`src/rtl/control_defs.sv`:
```
// Shared encodings for the multicycle control sequencer and its decoder.
package control_defs;

  // Opcode map (opcode 11..15 is illegal and stops the core like a halt).
  localparam logic [3:0] OP_ALU_REG   = 4'd0;
  localparam logic [3:0] OP_ALU_IMM   = 4'd1;
  localparam logic [3:0] OP_LOAD      = 4'd2;
  localparam logic [3:0] OP_STORE     = 4'd3;
  localparam logic [3:0] OP_BRANCH    = 4'd4;
  localparam logic [3:0] OP_JUMP      = 4'd5;
  localparam logic [3:0] OP_JAL       = 4'd6;
  localparam logic [3:0] OP_INPUT     = 4'd7;
  localparam logic [3:0] OP_OUTPUT    = 4'd8;
  localparam logic [3:0] OP_HALT      = 4'd9;
  localparam logic [3:0] OP_BIOS_EXIT = 4'd10;

  typedef enum logic [2:0] {
    S_FETCH   = 3'd0,
    S_DECODE  = 3'd1,
    S_EXEC    = 3'd2,
    S_MEM     = 3'd3,
    S_WB      = 3'd4,
    S_WAIT_IN = 3'd5,
    S_HALT    = 3'd6
  } state_t;

  // pc source select
  localparam logic [1:0] PC_NEXT   = 2'd0;
  localparam logic [1:0] PC_BRANCH = 2'd1;
  localparam logic [1:0] PC_JUMP   = 2'd2;
  localparam logic [1:0] PC_REG    = 2'd3;

  // ALU operand B select
  localparam logic [1:0] OPB_B     = 2'd0;
  localparam logic [1:0] OPB_IMM   = 2'd1;
  localparam logic [1:0] OPB_SHAMT = 2'd2;
  localparam logic [1:0] OPB_DISP  = 2'd3;

  // register-file write location
  localparam logic [1:0] LOC_RD   = 2'd0;
  localparam logic [1:0] LOC_HILO = 2'd1;
  localparam logic [1:0] LOC_RA   = 2'd2;

  // destination field select
  localparam logic [1:0] RD_FIELD_D = 2'd0;
  localparam logic [1:0] RD_FIELD_T = 2'd1;

  // write-data mux select
  localparam logic [3:0] WD_ALU  = 4'd0;
  localparam logic [3:0] WD_MEM  = 4'd1;
  localparam logic [3:0] WD_PC   = 4'd2;
  localparam logic [3:0] WD_IN   = 4'd3;
  localparam logic [3:0] WD_HI   = 4'd4;
  localparam logic [3:0] WD_LO   = 4'd5;
  localparam logic [3:0] WD_IMM  = 4'd6;
  localparam logic [3:0] WD_BIOS = 4'd7;

  // ALU functions the decoder treats specially
  localparam logic [3:0] ALU_ADD = 4'd0;
  localparam logic [3:0] ALU_SLL = 4'd8;
  localparam logic [3:0] ALU_SRL = 4'd9;
  localparam logic [3:0] ALU_MUL = 4'd14;
  localparam logic [3:0] ALU_DIV = 4'd15;

  typedef struct packed {
    logic [1:0] pc_orig;
    logic [1:0] op_b;
    logic [3:0] alu_op;
    logic [3:0] write_d_sel;
    logic [1:0] rd_orig;
    logic [1:0] loc_write;
    logic [2:0] branch_comp;
  } sel_t;

  // Halt and every unassigned opcode stop the core.
  function automatic logic is_halt_op(input logic [3:0] op);
    return (op == OP_HALT) || (op > OP_BIOS_EXIT);
  endfunction

  // Opcodes that write the register file in WB.
  function automatic logic writes_reg(input logic [3:0] op);
    return (op == OP_ALU_REG) || (op == OP_ALU_IMM) || (op == OP_LOAD) ||
           (op == OP_JAL) || (op == OP_INPUT);
  endfunction

endpackage

```
`src/rtl/control_decode.sv`:
```
// Combinational instruction decoder: opcode/operation -> datapath select vector.
module control_decode
  import control_defs::*;
(
  input  logic [3:0] opcode,
  input  logic [3:0] operation,
  output sel_t       sel
);

  sel_t sel_s;

  // Select vector per opcode; anything not listed leaves all selects at zero.
  always_comb begin
    sel_s = '0;
    case (opcode)
      OP_ALU_REG: begin
        sel_s.alu_op  = operation;
        sel_s.rd_orig = RD_FIELD_D;
        if ((operation == ALU_SLL) || (operation == ALU_SRL)) begin
          sel_s.op_b = OPB_SHAMT;
        end else begin
          sel_s.op_b = OPB_B;
        end
        if ((operation == ALU_MUL) || (operation == ALU_DIV)) begin
          sel_s.loc_write = LOC_HILO;
        end else begin
          sel_s.loc_write = LOC_RD;
        end
      end
      OP_ALU_IMM: begin
        sel_s.alu_op  = operation;
        sel_s.op_b    = OPB_IMM;
        sel_s.rd_orig = RD_FIELD_T;
      end
      OP_LOAD: begin
        sel_s.alu_op      = ALU_ADD;
        sel_s.op_b        = OPB_DISP;
        sel_s.write_d_sel = WD_MEM;
        sel_s.rd_orig     = RD_FIELD_T;
      end
      OP_STORE: begin
        sel_s.alu_op = ALU_ADD;
        sel_s.op_b   = OPB_DISP;
      end
      OP_BRANCH: begin
        sel_s.pc_orig     = PC_BRANCH;
        sel_s.op_b        = OPB_B;
        sel_s.branch_comp = operation[2:0];
      end
      OP_JUMP: begin
        sel_s.pc_orig = PC_JUMP;
      end
      OP_JAL: begin
        sel_s.pc_orig     = PC_JUMP;
        sel_s.write_d_sel = WD_PC;
        sel_s.loc_write   = LOC_RA;
      end
      OP_INPUT: begin
        sel_s.write_d_sel = WD_IN;
        sel_s.rd_orig     = RD_FIELD_T;
      end
      OP_BIOS_EXIT: begin
        sel_s.pc_orig = PC_REG;
      end
      default: begin
        sel_s = '0;
      end
    endcase
  end

  assign sel = sel_s;

endmodule

```
`src/rtl/unit_control.sv`:
```
// Multicycle control sequencer: steps each instruction through
// FETCH/DECODE/EXEC/(MEM|WAIT_IN)/WB and drives every datapath control pin.
module unit_control
  import control_defs::*;
(
  input  logic       clk,
  input  logic       rst_n,
  input  logic [3:0] opcode,
  input  logic [3:0] operation,
  input  logic       in_ready,
  output logic       bios_controll,
  output logic       bios_write_pc,
  output logic       pc_write,
  output logic       reg_write,
  output logic       mem_write,
  output logic       in_req,
  output logic       new_out,
  output logic [1:0] pc_orig,
  output logic [1:0] rd_orig,
  output logic [1:0] loc_write,
  output logic [1:0] op_b,
  output logic [2:0] branch_comp,
  output logic [3:0] write_d_sel,
  output logic [3:0] alu_op,
  output logic       halted
);

  state_t     state_r, state_next_s;
  sel_t       sel_s, sel_r;
  logic [3:0] op_r;
  logic       bios_r, halted_r, halt_set_s;
  logic       pc_write_r, reg_write_r, mem_write_r, new_out_r, bios_write_pc_r, in_req_r;
  logic       wb_next_s;

  control_decode u_decode (
    .opcode    (opcode),
    .operation (operation),
    .sel       (sel_s)
  );

  // Next-state logic; unknown encodings fall into HALT as the safe stop.
  always_comb begin
    state_next_s = state_r;
    case (state_r)
      S_FETCH:  state_next_s = S_DECODE;
      S_DECODE: state_next_s = S_EXEC;
      S_EXEC: begin
        if (is_halt_op(op_r)) begin
          state_next_s = S_HALT;
        end else if (op_r == OP_LOAD) begin
          state_next_s = S_MEM;
        end else if (op_r == OP_INPUT) begin
          state_next_s = S_WAIT_IN;
        end else begin
          state_next_s = S_WB;
        end
      end
      S_MEM: state_next_s = S_WB;
      S_WAIT_IN: begin
        if (in_ready) begin
          state_next_s = S_WB;
        end else begin
          state_next_s = S_WAIT_IN;
        end
      end
      S_WB:    state_next_s = S_FETCH;
      S_HALT:  state_next_s = S_HALT;
      default: state_next_s = S_HALT;
    endcase
  end

  // Halt flag rises as soon as a halt-class opcode is decoded, or on any HALT entry.
  always_comb begin
    wb_next_s  = (state_next_s == S_WB);
    halt_set_s = ((state_r == S_DECODE) && is_halt_op(opcode)) || (state_next_s == S_HALT);
  end

  // State, captured decode, mode flags and registered one-cycle WB strobes.
  always_ff @(posedge clk or negedge rst_n) begin
    if (!rst_n) begin
      state_r         <= S_FETCH;
      sel_r           <= '0;
      op_r            <= 4'd0;
      bios_r          <= 1'b1;
      halted_r        <= 1'b0;
      pc_write_r      <= 1'b0;
      reg_write_r     <= 1'b0;
      mem_write_r     <= 1'b0;
      new_out_r       <= 1'b0;
      bios_write_pc_r <= 1'b0;
      in_req_r        <= 1'b0;
    end else begin
      state_r         <= state_next_s;
      pc_write_r      <= wb_next_s;
      reg_write_r     <= wb_next_s && writes_reg(op_r);
      mem_write_r     <= wb_next_s && (op_r == OP_STORE);
      new_out_r       <= wb_next_s && (op_r == OP_OUTPUT);
      bios_write_pc_r <= wb_next_s && (op_r == OP_BIOS_EXIT);
      in_req_r        <= (state_next_s == S_WAIT_IN);
      if (state_r == S_DECODE) begin
        sel_r <= sel_s;
        op_r  <= opcode;
      end
      if ((state_r == S_WB) && (op_r == OP_BIOS_EXIT)) begin
        bios_r <= 1'b0;
      end
      if (halt_set_s) begin
        halted_r <= 1'b1;
      end
    end
  end

  // Strobes are gated by rst_n so a reset pulse can never leave a partial write.
  assign pc_write      = pc_write_r      & rst_n;
  assign reg_write     = reg_write_r     & rst_n;
  assign mem_write     = mem_write_r     & rst_n;
  assign new_out       = new_out_r       & rst_n;
  assign bios_write_pc = bios_write_pc_r & rst_n;
  assign in_req        = in_req_r        & rst_n;

  assign bios_controll = bios_r;
  assign halted        = halted_r;
  assign pc_orig       = sel_r.pc_orig;
  assign op_b          = sel_r.op_b;
  assign alu_op        = sel_r.alu_op;
  assign write_d_sel   = sel_r.write_d_sel;
  assign rd_orig       = sel_r.rd_orig;
  assign loc_write     = sel_r.loc_write;
  assign branch_comp   = sel_r.branch_comp;

endmodule

```
`config.mk`:
```
export PLATFORM = sky130hd
export DESIGN_NAME = unit_control
export DESIGN_NICKNAME = d
export VERILOG_FILES = /design/src/rtl/control_defs.sv /design/src/rtl/control_decode.sv /design/src/rtl/unit_control.sv
export SDC_FILE = /design/constraint.sdc
export NUM_CORES = 1
export LEC_CHECK = 0
export CAP_MARGIN = 15
export CORE_MARGIN = 2
export CORE_UTILIZATION = 40
export CTS_BUF_LIST = sky130_fd_sc_hd__clkbuf_4 sky130_fd_sc_hd__clkbuf_8
export DETAILED_ROUTE_END_ITERATION = 10
export PLACE_DENSITY = 0.69
export SKIP_LAST_GASP = 1
export SYNTH_ARGS = -nofsm -noshare
export SYNTH_HDL_FRONTEND = slang
export SYNTH_SLANG_ARGS = --single-unit
```
`constraint.sdc`:
```
create_clock -name clk -period 1.6 [get_ports clk]
set_clock_uncertainty 0.2 [all_clocks]
set_input_delay 0.32 -clock clk [delete_from_list [all_inputs] [get_ports clk]]
set_output_delay 0.32 -clock clk [all_outputs]
set_load 0.05 [all_outputs]
```
# Yosys cells after proc, flatten, opt, wreduce, memory -nomap -nowiden
# Cells that the tools add are included.
[word_totals]
register_bits = 34
latchBits = 0
mem_bits_rw = 0
mem_bits_ro = 0
input_bits = 11
out_inout_bits = 27
word_cells = 90
n_memories = 0
[classes]
addsub = 0
mul = 0
div = 0
n_lt_le_gt_ge = 2
eq_ne = 29
shifts = 0
mux = 14
n_bitwise = 6
n_reduce_logical = 22
[ops]
columns = ["operator", "count"]
rows = [
  ["$eq A4 B4 Y1 const B", 9],
  ["$eq A4 B3 Y1 const B", 6],
  ["$pmux W2 S3", 3],
  ["$pmux W3 S6", 1],
  ["$eq A4 B2 Y1 const B", 4],
  ["$eq A3 B3 Y1 const B", 5],
  ["$logic_or A1 B1 Y1", 9],
  ["$mux W3", 3],
  ["$eq A4 B1 Y1 const B", 2],
  ["$gt A4 B4 Y1 const B", 2],
  ["$logic_not A4 Y1", 2],
  ["$and A1 B1 Y1", 6],
  ["$eq A3 B2 Y1 const B", 2],
  ["$logic_and A1 B1 Y1", 6],
  ["$reduce_or A2 Y1", 3],
  ["$mux W1", 4],
  ["$mux W4", 1],
  ["$pmux W2 S2", 1],
  ["$eq A3 B1 Y1 const B", 1],
  ["$logic_not A3 Y1", 1],
  ["$reduce_or A3 Y1", 1],
  ["$mux W2", 1],
]

# Longest topological paths before layout
[logic_depth]
depth_word = 7
ltp_mapped = 6
mapped_depth_nobuf = 3

# Cells and area by module
# A second synthesis with hierarchy kept.
[hier_totals]
cells_unflattened = 145
area_unflattened_um2 = 1765.4
[modules_own_cells]
columns = ["mod", "instances", "cells_per_inst", "area_each_um2", "seq_area_each_um2"]
rows = [
  ["unit_control", 1, 108, 1530.2, 852.1],
  ["control_decode", 1, 37, 235.2, 0.0],
]

# Worst setup path after synthesis
# No wires, ideal clock.
[synth_timing]
path_kind = "register to register"
from = "reg state_r[1]"
to = "reg sel_r, in the netlist loc_write[1]"
setup_time_ns = 0.104
arrival_ns = 1.375
required_time_ns = 1.296
path_slack_ns = -0.079
stages_incl_launch_ff = 6
n_path_buf = 3
period_less_slack_ns = 1.679
cell_sequence = "dfrtp_1 buf_6 or3b_1 buf_6 buf_8 o41ai_2"
[synth_between]
elab_chain_cells = 1
[synth_rtl]
columns = ["element", "line_no", "source"]
rows = [
  ["start: declaration", "unit_control.sv:28", "state_t state_r, state_next_s;"],
  ["start signal: assignment", "unit_control.sv:93", "state_r <= state_next_s;"],
  ["$eq A3 B1 Y1", "unit_control.sv:100", "if (state_r == S_DECODE) begin"],
  ["end signal: assignment", "unit_control.sv:101", "sel_r <= sel_s;"],
  ["end: declaration", "unit_control.sv:29", "sel_t sel_s, sel_r;"],
]
# Every way passes these cells.
# A chain may end at the register's enable or synchronous reset.

# Worst setup path after layout
[layout_timing]
from = "reg state_r[0]"
to = "reg state_r[0]"
[layout_between]
elab_chain_cells = 2
elab_cells_between_ends = 7
cone_classes = "5 x eq/ne; 1 x mux; 1 x reduce/logical"
[layout_rtl]
columns = ["element", "line_no", "source"]
rows = [
  ["$eq A3 B3 Y1 (tied with other cells)", "unit_control.sv:44", "case (state_r)"],
  ["$pmux W3 S6 (*)", "unit_control.sv:44", ""],
  ["net state_next_s[0]", "unit_control.sv:28", ""],
]
# Mark *: on every way through the listed nets, which the timed path passes. The rest lies on a longest branch.

==> results.ini <==
[run_status]
status=complete, but fails checks
failed_checks=setup timing

[finish]
fin_nets=224
drive_gt1_share_pct=46.3
multi_input_area_um2=830
final_cell_count_no_fill=264
area_growth_pct=63.8
num_antenna_cells=0
fillCellCount=277
ff_latch_area_um2=778

[critical_path]
critPathCaptureType=flop
critPathLaunchType=flop
path_buf_inv=0
crit_family=simple AND/OR/NAND/NOR gates
slowest_delay_ns=0.45
slowest_stage=or3b_4
worstSetupPathType=reg -> reg
cp_data_required_time_ns=1.63
worstPathCellList=or3b_4, nor4b_4, or2_4
crit_arrival_ns=1.68
cp_max_fo=4

[clocking]
cts_root_buf=clkbuf_8
numCtsBuffers=5
path_clk_slew_ns=0.07
clockBufferDepth=2
cts_sinks=31
cts_tree=done
clock_latency_ns=0.29
h-tree-depth=2

[yosys]
synth_compound_area_share_pct=19.9
ys_warn_count=0
synthAdderAreaFrac_pct=0
ys.flop_type=dfrtp_1
synth_top_family_by_area=simple AND/OR/NAND/NOR gates
yosys.area_share.xor_xnor_pct=1.62
syn_avg_cell_area_um2=10.9
netlist_top_cells_area=dfrtp_1 46%, o41ai_2 4.0%, a22o_1 3.8%
synth-simple-area-share_pct=21.0
synthArstFlopShare_pct=100
ys_ff_latch=31
yosysUniqueCellTypes=45
synth_mux_area_share_pct=1.39
synth-edff-count=0
ys_seq_area_share_pct=48.0
synth.top_cell.area_share_pct=46.3
yosys.area.top_type=dfrtp_1
synth_cells=148
netlist_area_um2=1620

[global_route]
overflow=0
grt_max_degree=17
grt_usage_pct=18.3
grt_antenna_before_repair=0
first_global_vias=1360
grt_pass1_wl_mm=6.09

[sta]
drv_slew=0
fin_crit_sh_pct=103
tns_ns=-0.272
fin_ws_ns=-0.0524
max_freq_mhz=605
finalHoldViolations=0
finalCriticalPeriod_ns=1.65
rsz0062_at_grt=yes
setup_violations=14

[place]
placed_cells=251
portBuffers=34
gp_congestion=0.865
dp_hpwl_mm=2.70

[power_and_ir_drop]
leakage_nw=1.18
vdd_drop_max_mv=0.953
power_density_nw_per_um2=1760

[detailed_routing]
drcViolationCount=0
drtIter0Drc=39
avgRoutedWirePerCell_um=15.0
drt-total-wl_mm=3.97
first_pass_iters=4
post_drt_via_cell_ratio=5.20
num_vias=1373
antenna_left=0

[floorplan]
io_pins=38
core-area_um2=3940
rows=23
die_area_um2=4580
die_y_um=67.6
die_x_um=67.6
start_util_pct=41.1

[flow_run]
maxCapViolations=0

[worst_hold_path]
hold_class=reg -> reg

path summary, 6_finish.rpt:
check	from	endpoint	slack (ns)	cells past startpoint
min reg2reg	bios_controll	bios_controll	0.29	1
max in group asynchronous	rst_n	bios_controll	0.49	3
min	bios_controll	bios_controll	0.29	1
min in group asynchronous	rst_n	state_r[0]	0.40	3
max	state_r[0]	state_r[0]	-0.05	3
max reg2reg	state_r[0]	state_r[0]	-0.05	3
per-stage QoR:
stage | power (mW) | util, % | setup slack, ns | area (um2) | hold slack, ns
3_3_place_gp | 3.68 | 61.5 | -0.204 | 2430 | 0.283
2_1_floorplan | 2.62 | - | -0.0475 | 1640 | -0.176
3_5_place_dp | 3.73 | 61.5 | -0.345 | 2430 | 0.281
5_1_grt | 4.91 | 67.3 | -0.111 | 2650 | 0.304
4_1_cts | 4.40 | 64.3 | -0.0649 | 2540 | 0.00619
6_report | 4.66 | 67.3 | -0.0524 | 2650 | 0.288
per-layer routing:
metal / wire, um / vias to the layer above / part of all wire, % / GRT usage (%)
met3: 199 / 13 / 5.0 / 5.33
met4: 121 / 0 / 3.0 / 8.67
met1: 1600 / 651 / 40 / 22.5
met2: 2050 / 48 / 52 / 29.5
met5: 0 / - / 0 / 0
li1: - / 661 / - / -
kinds of logic (layout without fill, tap and decap cells):
kind of cell,Yosys count,count (layout)
AO/OA/AOI/OAI,40,40
XOR/XNOR,3,3
buffers and inverters,20,84
flip-flops,31,31
multiplexers,2,2
other,1,3
AND/OR/NAND/NOR,51,51
what timing repair did:
item	CTS	global route
pin swaps	3	9
gates resized for setup	6	25
hold buffers	0	1
endpoints found under the hold margin	0	30
setup buffers	1	2
setup endpoints to repair	32	30
cloned	0	1
placed cells by master, fill, tap and decap left out, drive strengths merged, types with 3 or more instances in the layout:
master,count
buf,59
dfrtp,30
nand2,11
o21ai,9
clkdlybuf4s50,8
a22o,7
nor2,7
inv,6
and2,6
a21oi,6
clkbuf,6
o41ai,4
a2111oi,3
conb,3
clkinv,3
or2,3
nand3,3
nor4,3
cell type report:
class                           instances  share of cell area, %
Sequential cell                        31                   29.3
Clock inverter                          3                  0.566
Clock buffer                            5                   2.59
Tap cell                               50                   2.36
Inverter                                6                  0.849
Multi-Input combinational cell         99                   31.3
Timing Repair Buffer                   70                   33.1
cells in the mapped netlist (2+ instances only):
cell type and number:
a2111oi_0 3, a211o_1 2, a21oi_1 6, a22o_1 7, a31oi_1 2, and2_1 6
and3b_1 2, buf_2 6, buf_4 3, buf_6 3, dfrtp_1 30, inv_1 6
mux2_2 2, nand2_1 11, nand2b_1 2, nand3_1 3, nand3b_1 2, nor2_1 7
nor2b_1 2, nor3_1 2, nor4_4 2, o21ai_0 9, o31ai_1 2, o41ai_2 4
or2_2 3, xor2_1 2
state kept, by name (all words and copies together), names as in the netlist:
register and count:
state_r 3, alu_op 4, in_req_r 1, halted 1, mem_write_r 1, op_b 2
new_out_r 1, bios_write_pc_r 1, pc_write_r 1, write_d_sel 2, pc_orig 2, bios_controll 1
loc_write 2, op_r 4, rd_orig 1, branch_comp 3, reg_write_r 1
power breakdown:
group | switching (mW) | total [mW] | internal (mW) | leakage (nW)
clock network | 0.311 | 0.608 | 0.297 | 0.0477
registers | 0.234 | 1.27 | 1.03 | 0.404
logic | 1.40 | 2.78 | 1.38 | 0.732
(Power assumes the default switching activity.)
